## config.mk

```make
export PLATFORM = sky130hd
export DESIGN_NAME = order_gen_flat
export DESIGN_NICKNAME = d
export VERILOG_FILES = /design/src/rtl/order_gen_pkg.sv /design/src/rtl/order_gen_if.sv /design/src/rtl/order_gen.sv /design/src/flat_wrapper.sv
export SDC_FILE = /design/constraint.sdc
export NUM_CORES = 1
export LEC_CHECK = 0
export CORE_MARGIN = 2
export CORE_UTILIZATION = 40
export DETAILED_ROUTE_END_ITERATION = 7
export GPL_TIMING_DRIVEN = 0
export PLACE_DENSITY = 0.76
export SLEW_MARGIN = 20
export SYNTH_ARGS = -nofsm -noshare
export SYNTH_HDL_FRONTEND = slang
export SYNTH_SLANG_ARGS = --single-unit
export TNS_END_PERCENT = 20
```

## constraint.sdc

```tcl
create_clock -name clk -period 13.89 [get_ports clk]
set_input_delay 3.4725 -clock clk [delete_from_list [all_inputs] [get_ports clk]]
set_output_delay 3.4725 -clock clk [all_outputs]
set_load 0.02 [all_outputs]
```

## src/rtl/order_gen_pkg.sv

```systemverilog
// Shared strategy-path constants: FSM state encoding, side encoding and default risk limits.
package order_gen_pkg;

  typedef enum logic [1:0] {
    ST_IDLE  = 2'd0,
    ST_CHECK = 2'd1,
    ST_SEND  = 2'd2,
    ST_COOL  = 2'd3
  } state_t;

  localparam logic SIDE_BUY  = 1'b1;
  localparam logic SIDE_SELL = 1'b0;

  localparam int DEF_ORDER_QTY = 1;
  localparam int DEF_MAX_POS   = 1000;
  localparam int DEF_COOLDOWN  = 8;

endpackage

```

## src/rtl/order_gen_if.sv

```systemverilog
// Decision, market-data and order-handshake signals between the strategy side and order_gen.
interface order_gen_if #(
  parameter int W     = 32,
  parameter int QTY_W = 16,
  parameter int ID_W  = 16
);
  logic                dec_valid;
  logic                dec_buy;
  logic                dec_sell;
  logic [W-1:0]        bid_px0;
  logic [W-1:0]        ask_px0;
  logic signed [W-1:0] inventory;
  logic                kill;
  logic                ord_valid;
  logic                ord_ready;
  logic                ord_side;
  logic [W-1:0]        ord_px;
  logic [QTY_W-1:0]    ord_qty;
  logic [ID_W-1:0]     ord_id;
  logic                busy;
  logic [15:0]         drop_cnt;

  modport master (
    output dec_valid, dec_buy, dec_sell, bid_px0, ask_px0, inventory, kill, ord_ready,
    input  ord_valid, ord_side, ord_px, ord_qty, ord_id, busy, drop_cnt
  );

  modport slave (
    input  dec_valid, dec_buy, dec_sell, bid_px0, ask_px0, inventory, kill, ord_ready,
    output ord_valid, ord_side, ord_px, ord_qty, ord_id, busy, drop_cnt
  );
endinterface

```

## src/rtl/order_gen.sv

```systemverilog
// Turns strategy decisions into risk-checked, rate-limited orders with a valid/ready handshake.
module order_gen
  import order_gen_pkg::*;
#(
  parameter int W         = 32,
  parameter int QTY_W     = 16,
  parameter int ID_W      = 16,
  parameter int ORDER_QTY = DEF_ORDER_QTY,
  parameter int MAX_POS   = DEF_MAX_POS,
  parameter int COOLDOWN  = DEF_COOLDOWN
) (
  input logic       clk,
  input logic       rst,
  order_gen_if.slave bus
);

  localparam int CW = (COOLDOWN < 1) ? 1 : $clog2(COOLDOWN + 1);
  localparam logic signed [W:0] P_LIM = (W+1)'(MAX_POS);
  localparam logic signed [W:0] P_QTY = (W+1)'(ORDER_QTY);

  state_t              r_state;
  logic                r_side;
  logic [W-1:0]        r_px;
  logic signed [W-1:0] r_inv;
  logic [CW-1:0]       r_cool;
  logic                r_ord_valid;
  logic                r_ord_side;
  logic [W-1:0]        r_ord_px;
  logic [QTY_W-1:0]    r_ord_qty;
  logic [ID_W-1:0]     r_ord_id;
  logic                r_busy;
  logic [15:0]         r_drop;

  logic                w_one_side;
  logic signed [W:0]   w_inv_ext;
  logic signed [W:0]   w_post;
  logic                w_over;
  logic                w_drop;

  assign w_one_side = bus.dec_buy ^ bus.dec_sell;
  assign w_inv_ext  = {r_inv[W-1], r_inv};

  // Post-trade position is one bit wider so +/-ORDER_QTY cannot overflow.
  always_comb begin
    w_post = (r_side == SIDE_BUY) ? (w_inv_ext + P_QTY) : (w_inv_ext - P_QTY);
    w_over = (w_post > P_LIM) || (w_post < -P_LIM);
  end

  // A limit reject and a late decision in the same CHECK cycle still count once.
  always_comb begin
    w_drop = 1'b0;
    case (r_state)
      ST_IDLE:  w_drop = bus.dec_valid & (bus.dec_buy | bus.dec_sell)
                         & ((bus.dec_buy & bus.dec_sell) | bus.kill);
      ST_CHECK: w_drop = w_over | (bus.dec_valid & w_one_side);
      default:  w_drop = bus.dec_valid & w_one_side;
    endcase
  end

  always_ff @(posedge clk or posedge rst) begin
    if (rst) begin
      r_state     <= ST_IDLE;
      r_side      <= SIDE_SELL;
      r_px        <= '0;
      r_inv       <= '0;
      r_cool      <= '0;
      r_ord_valid <= 1'b0;
      r_ord_side  <= 1'b0;
      r_ord_px    <= '0;
      r_ord_qty   <= '0;
      r_ord_id    <= '0;
      r_busy      <= 1'b0;
      r_drop      <= '0;
    end else begin
      case (r_state)
        ST_IDLE: begin
          if (bus.dec_valid && w_one_side && !bus.kill) begin
            r_side  <= bus.dec_buy ? SIDE_BUY : SIDE_SELL;
            r_px    <= bus.dec_buy ? bus.ask_px0 : bus.bid_px0;
            r_inv   <= bus.inventory;
            r_state <= ST_CHECK;
            r_busy  <= 1'b1;
          end
        end
        ST_CHECK: begin
          if (w_over) begin
            r_state <= ST_IDLE;
            r_busy  <= 1'b0;
          end else begin
            r_state     <= ST_SEND;
            r_ord_valid <= 1'b1;
            r_ord_side  <= r_side;
            r_ord_px    <= r_px;
            r_ord_qty   <= QTY_W'(ORDER_QTY);
          end
        end
        ST_SEND: begin
          if (bus.ord_ready) begin
            r_ord_valid <= 1'b0;
            r_ord_id    <= r_ord_id + ID_W'(1);
            if (COOLDOWN == 0) begin
              r_state <= ST_IDLE;
              r_busy  <= 1'b0;
            end else begin
              r_state <= ST_COOL;
              r_cool  <= CW'(COOLDOWN);
            end
          end
        end
        ST_COOL: begin
          if (r_cool <= CW'(1)) begin
            r_cool  <= '0;
            r_state <= ST_IDLE;
            r_busy  <= 1'b0;
          end else begin
            r_cool <= r_cool - CW'(1);
          end
        end
        default: begin
          r_state <= ST_IDLE;
          r_busy  <= 1'b0;
        end
      endcase

      if (w_drop && (r_drop != '1)) r_drop <= r_drop + 16'd1;
    end
  end

  assign bus.ord_valid = r_ord_valid;
  assign bus.ord_side  = r_ord_side;
  assign bus.ord_px    = r_ord_px;
  assign bus.ord_qty   = r_ord_qty;
  assign bus.ord_id    = r_ord_id;
  assign bus.busy      = r_busy;
  assign bus.drop_cnt  = r_drop;

endmodule

```

## src/flat_wrapper.sv

```systemverilog
// flat-port wrapper written by rule: the top's interface ports become plain ports
module order_gen_flat import order_gen_pkg::*;
#(
  parameter int W         = 32,
  parameter int QTY_W     = 16,
  parameter int ID_W      = 16,
  parameter int ORDER_QTY = DEF_ORDER_QTY,
  parameter int MAX_POS   = DEF_MAX_POS,
  parameter int COOLDOWN  = DEF_COOLDOWN
)
  (clk, rst, bus_dec_valid, bus_dec_buy, bus_dec_sell, bus_bid_px0, bus_ask_px0, bus_inventory, bus_kill, bus_ord_ready, bus_ord_valid, bus_ord_side, bus_ord_px, bus_ord_qty, bus_ord_id, bus_busy, bus_drop_cnt);
  order_gen_if #(.W(W), .QTY_W(QTY_W), .ID_W(ID_W)) bus_i ();
  input logic clk;
  input logic rst;
  input wire logic [$bits(bus_i.dec_valid)-1:0] bus_dec_valid;
  input wire logic [$bits(bus_i.dec_buy)-1:0] bus_dec_buy;
  input wire logic [$bits(bus_i.dec_sell)-1:0] bus_dec_sell;
  input wire logic [$bits(bus_i.bid_px0)-1:0] bus_bid_px0;
  input wire logic [$bits(bus_i.ask_px0)-1:0] bus_ask_px0;
  input wire logic [$bits(bus_i.inventory)-1:0] bus_inventory;
  input wire logic [$bits(bus_i.kill)-1:0] bus_kill;
  input wire logic [$bits(bus_i.ord_ready)-1:0] bus_ord_ready;
  output wire logic [$bits(bus_i.ord_valid)-1:0] bus_ord_valid;
  output wire logic [$bits(bus_i.ord_side)-1:0] bus_ord_side;
  output wire logic [$bits(bus_i.ord_px)-1:0] bus_ord_px;
  output wire logic [$bits(bus_i.ord_qty)-1:0] bus_ord_qty;
  output wire logic [$bits(bus_i.ord_id)-1:0] bus_ord_id;
  output wire logic [$bits(bus_i.busy)-1:0] bus_busy;
  output wire logic [$bits(bus_i.drop_cnt)-1:0] bus_drop_cnt;
  assign bus_i.dec_valid = bus_dec_valid;
  assign bus_i.dec_buy = bus_dec_buy;
  assign bus_i.dec_sell = bus_dec_sell;
  assign bus_i.bid_px0 = bus_bid_px0;
  assign bus_i.ask_px0 = bus_ask_px0;
  assign bus_i.inventory = bus_inventory;
  assign bus_i.kill = bus_kill;
  assign bus_i.ord_ready = bus_ord_ready;
  assign bus_ord_valid = bus_i.ord_valid;
  assign bus_ord_side = bus_i.ord_side;
  assign bus_ord_px = bus_i.ord_px;
  assign bus_ord_qty = bus_i.ord_qty;
  assign bus_ord_id = bus_i.ord_id;
  assign bus_busy = bus_i.busy;
  assign bus_drop_cnt = bus_i.drop_cnt;
  order_gen #(.W(W), .QTY_W(QTY_W), .ID_W(ID_W), .ORDER_QTY(ORDER_QTY), .MAX_POS(MAX_POS), .COOLDOWN(COOLDOWN)) u_core (.clk(clk), .rst(rst), .bus(bus_i));
endmodule
```

# ---- Yosys cells after proc, flatten, opt, wreduce, memory -nomap -nowiden
# Cells that the tools add are included.
dict set report op_classes {
  n_eq_ne 9
  add_sub_neg 5
  reduce_logical 16
  mux 19
  magnitude_cmp 3
  bitwise_logic 9
}
# operator n
set op_table {}
lappend op_table {{$add 32x2->33 const B} 1}
lappend op_table {{$gt 33x11->1 const B} 1}
lappend op_table {{$lt 33x11->1 const B} 1}
lappend op_table {{$mux 33} 1}
lappend op_table {{$sub 32x2->33 const B} 1}
lappend op_table {{$add 16x1->16 const B} 2}
lappend op_table {{$mux 32} 1}
lappend op_table {{$ne 16x16->1 const B} 1}
lappend op_table {{$mux 2} 4}
lappend op_table {{$mux 4} 2}
lappend op_table {{$pmux 2 s4} 1}
lappend op_table {{$pmux 4 s2} 1}
lappend op_table {{$reduce_and 2->1} 4}
lappend op_table {{$mux 1} 6}
lappend op_table {{$ne 2x1->1 const B} 3}
lappend op_table {{$reduce_and 3->1} 2}
lappend op_table {{$and 1x1->1} 4}
lappend op_table {{$eq 2x2->1 const B} 2}
lappend op_table {{$le 4x1->1 const B} 1}
lappend op_table {{$ne 2x2->1 const B} 2}
lappend op_table {{$pmux 1 s2} 2}
lappend op_table {{$reduce_and 4->1} 1}
lappend op_table {{$reduce_bool 2->1} 2}
lappend op_table {{$sub 4x1->4 const B} 1}
lappend op_table {{10 further kinds} 14}
dict set report word_totals {
  output_inout_bits 83
  input_bits 103
  ff_bits 139
  word_cells 73
}

# ---- Logic depth before layout (Yosys ltp)
dict set report depth {
  word_depth 7
  mapped_depth 16
}

# ---- Worst setup path after synthesis
# Ideal clock, no wire load.
dict set report synth_path {
  path_type {in2reg}
  startpoint {input bus_dec_buy}
  endpoint {register u_core.r_side}
  path_stages 10
  n_path_buf 5
  slack_ns 8.081
  arrival_time_ns 5.676
  cell_sequence {clkbuf_1 > clkbuf_1 > inv_1 > ha_1 > nand3b_1 > or2_2 > clkbuf_1 > clkbuf_1 > clkbuf_1 > o21ai_0}
}
dict set report synth_between {
  elab_chain_cells 4
  word_cells_on_any_way 5
  classes_between {mux (1); bitwise (1); reduce/logical (3)}
}
# element line_no
set synth_lines {}
lappend synth_lines {{from (decl)} flat_wrapper.sv:16} ;# input wire logic [$bits(bus_i.dec_buy)-1:0] bus_dec_buy;
lappend synth_lines {{$xor 1x1->1} order_gen.sv:40} ;# assign w_one_side = bus.dec_buy ^ bus.dec_sell;
lappend synth_lines {{$logic_and 1x1->1 (2 in series)} order_gen.sv:77} ;# if (bus.dec_valid && w_one_side && !bus.kill) begin
lappend synth_lines {{$reduce_and 2->1 (no line)} n/a}
lappend synth_lines {{to (signal assigned)} order_gen.sv:78} ;# r_side <= bus.dec_buy ? SIDE_BUY : SIDE_SELL;
lappend synth_lines {{to (decl)} order_gen.sv:22} ;# logic r_side;
# Several ways; a longest one is shown, not always the timed one.
# A chain may end at the register's enable or synchronous reset.

# ---- Worst setup path after layout
# Ends and elaborated chain as after synthesis.

==> reports/results.md <==
| Result | Reported | Unit |
| --- | --- | --- |
| Maximum net fanout on the critical path | 10 | - |
| Full die area | 22000 | sq um |
| Clock latency on the worst-skew pair | 0.42 | ns |
| TritonCTS clock tree | built | - |
| Worst hold path startpoint | u_core.r_px[27]$_DFFE_PP0P_ | - |
| Wire length of the first global-routing pass | 35400 | um |
| Worst hold-check slack | 0.478 | ns |
| R2R depth | 14 | - |
| Count of different cell masters after synthesis | 75 | - |
| Row Count | 52 | - |
| Yosys warning total | 0 | - |
| Routed wire length | 21100 | um |
| Hold violation total from the final report | 0 | - |
| Unrepaired setup endpoints after global routing | false | - |
| Clock tree skew after final layout | 0.0109 | ns |
| Number of buffers on the longest clock path | 2 | - |
| Number of setup violations in the final report | 0 | - |
| Hold/Removal Path Class | register to register | - |
| Origin of the critical flop-to-flop path | u_core.r_side$_DFFE_PP0P_ | - |
| Number of vias in the routed layout | 6989 | - |
| Final critical path time including I/O delays and setup | 6.97 | ns |
| Synthesis-to-finish area growth | 32.8 | % |
| Post-CTS Hold Fix Bufs | 0 | - |
| Cell types with the highest counts after synthesis | dfrtp_1 (139), nand2_1 (83), o21ai_0 (64) | - |
| Arrival @ worst endpoint | 7.25 | ns |
| Critical Path Sink Type | register | - |
| Global placement routability congestion | 0.896 | - |
| Top-level port count | 186 | - |
| Die outline height | 148 | um |
| Post-synthesis average cell area | 10.2 | sq um |
| DRC violation total after the first TritonRoute iteration | 427 | - |
| Fmax achieved | 0.144 | GHz |
| Final Slew Violations | 0 | - |
| Relative slew slack | 28.3 | % |
| Core region area | 20400 | sq um |
| Post-detail-place hpwl | 16000 | um |
| Reg-to-reg setup timing slack | 8.18 | ns |
| Setup Fix Bufs, Post-CTS | 0 | - |
| Number of antenna violations at the first check in global routing | 1 | - |
| H-Tree Depth | 4 | - |
| End of the worst register-to-register path | u_core.bus.ord_px[26]$_DFFE_PP0P_ | - |
| Gr usage total | 19.9 | % |
| Vias per cell | 5.35 | - |
| CTS sink cnt | 139 | - |
| Fraction of layout cells with a size suffix above 1 | 11.5 | % |
| Max-cap violations | 0 | - |
| Setup TNS | 0 | ns |
| Critical path required time | 14.17 | ns |
| Via count of the first global-routing pass | 7048 | - |
| Count of unresolved DRC violations after routing | 0 | - |
| Cts bufs inserted | 17 | - |
| Hold path depth | 2 | - |
| Layout fillers | 1778 | - |
| Buffer cell driving the clock tree root | clkbuf_16 | - |
| Fin nets | 1166 | - |
| Post-synthesis sequential element count | 139 | - |
| Post-synthesis instance area | 8340 | sq um |
| Most area-consuming cells after synthesis | dfrtp_1 (42%), ha_1 (6.2%), mux2_2 (5.7%) | - |
| Post-synth top area share | 41.7 | % |
| Slew at the pin closest to its max-slew limit | 1.07 | ns |
| Synth Flop Type | dfrtp_1 | - |
| Count of buffers inserted at the top-level ports | 170 | - |
| Number of flops mapped to enable cells by yosys | 0 | - |
| Die W | 148 | um |
| Run status | finished, final reports clean | - |
| Initial cell density of the core | 40.9 | % |
| Power Density | 223 | nW/um^2 |
| Static Leak | 5.05 | nW |
| Share of the cycle needed by the critical path after routing | 50.2 | % |
| First-pass DRT Iterations | 5 | - |
| Synth area leader | dfrtp_1 | - |
| Destination of the worst hold path | u_core.r_px[27]$_DFFE_PP0P_ | - |
| Wire length per cell | 16.1 | um |
| Residual overflow from global routing | 0 | - |
| Post-CTS clock slew at the launch and capture registers of the worst setup and hold paths | 0.06 | ns |
| Post-route antenna net violation count | 0 | - |
| Post-synthesis cell count | 818 | - |
| Post-cts repair resize count | 0 | - |
| Register area share after synthesis | 41.7 | % |
| Maximum number of pins on one net before global-route repair | 82 | - |
| Worst Setup Path Type | primary input to register | - |
| Peak supply drop | 0.0000989 | V |
| Most common cell in the netlist | dfrtp_1 | - |
| Element type at the critical path start | primary input | - |
| Post-synth ARST share | 100 | % |
-- area by class of cell --
cell class	count	area [sq um]	area share [%]
Sequential cell	139	3480	31.4
Tap cell	270	338	3.05
Clock inverter	11	133	1.20
Multi-Input combinational cell	628	4570	41.3
Inverter	16	67.6	0.610
Antenna cell	1	2.50	0.0226
Clock buffer	21	470	4.25
Timing Repair Buffer	171	1730	15.6
Buffer	49	279	2.52
-- power breakdown --
| part | internal [mW] | total [mW] | switching (mW) |
|---|---|---|---|
| registers | 0.514 | 0.581 | 0.0679 |
| logic | 0.586 | 1.43 | 0.840 |
| clock network | 0.281 | 0.462 | 0.181 |
| total | 1.38 | 2.47 | 1.09 |
-- cells by family after synthesis --
family | count (synthesis) | synth area share (%)
AOI/OAI and AO/OA | 186 | 15.2
muxes | 103 | 13.5
and+or+nand+nor | 239 | 14.7
buffers and inverters | 65 | 4.07
DFF | 139 | 41.7
xor gates and xnor gates | 44 | 4.62
adders and majority gates | 41 | 6.15
other | 1 | 0.0450
-- layer usage --
layer / track usage, % / up-vias / wire length [um]
met3: 6.10 / 35 / 1390
met5: 0 / - / 0
met4: 6.86 / 0 / 477
met2: 33.7 / 198 / 10400
li1: - / 3388 / -
met1: 24.2 / 3368 / 8780
-- layout by cell type, fill, tap and decap left out, types with 7 or more instances in the layout --
master             n
xnor2_1           18
nor4_1            13
nand2_1           83
o21a_1             7
nand4_1           13
clkbuf_16         17
a21oi_1           31
dfrtp_1          139
xor2_1            26
and3_1            15
mux2_1            26
mux2_2            42
inv_1             14
and4_1             8
conb_1            15
buf_4             16
clkbuf_1          23
ha_1              41
nand3_1           19
a21o_1            10
nor2_1            31
o21ai_0           64
mux2i_1           33
a211oi_1           9
clkdlybuf4s50_1  170
nor3_1            21
-- state kept, by name, summed over array words and instances, names as in the netlist, named ones only --
| name | flops |
|---|---|
| u_core.bus.ord_side | 1 |
| u_core.r_state | 1 |
| u_core.bus.drop_cnt | 16 |
| u_core.bus.ord_valid | 1 |
| u_core.bus.ord_id | 16 |
| u_core.bus.busy | 1 |
| u_core.r_inv | 32 |
| u_core.r_side | 1 |
| u_core.bus.ord_qty | 1 |
| u_core.r_px | 32 |
| u_core.bus.ord_px | 32 |
| u_core.r_cool | 4 |
-- stage by stage --
step	setup slack, ns	power [mW]	cells	util, %	area, sq um
2_1_floorplan	6.69	1.64	832	-	8390
3_3_place_gp	4.76	1.96	1272	51.2	10400
3_5_place_dp	6.38	1.98	1273	51.4	10500
4_1_cts	6.82	2.46	1305	54.4	11100
5_1_grt	6.54	2.67	1306	54.4	11100
6_report	6.92	2.47	1306	54.4	11100
-- critical path, stage by stage --
cell	delay, ns
clkdlybuf4s50_1	0.50
clkbuf_1	0.43
clkbuf_1	0.64
inv_1	0.18
ha_1	0.33
nand3b_1	0.10
or2_2	0.11
clkbuf_1	0.36
clkbuf_1	0.53
clkbuf_1	0.43
o21ai_0	0.14
-- worst max-delay path by stage --
stage                 from                          end  slack (ns)  cells after the start
3_5_place_dp   bus_dec_buy    u_core.r_side$_DFFE_PP0P_        6.38                     11
5_1_grt        bus_dec_buy  u_core.r_px[24]$_DFFE_PP0P_        6.54                     12
2_1_floorplan          rst                    async pin        6.69                      1
3_3_place_gp           rst  u_core.r_inv[6]$_DFFE_PP0P_        4.76                      2
6_report       bus_dec_buy    u_core.r_side$_DFFE_PP0P_        6.92                     11
4_1_cts        bus_dec_buy    u_core.r_side$_DFFE_PP0P_        6.82                     11
Note: power is estimated with default switching activity, not from simulation.
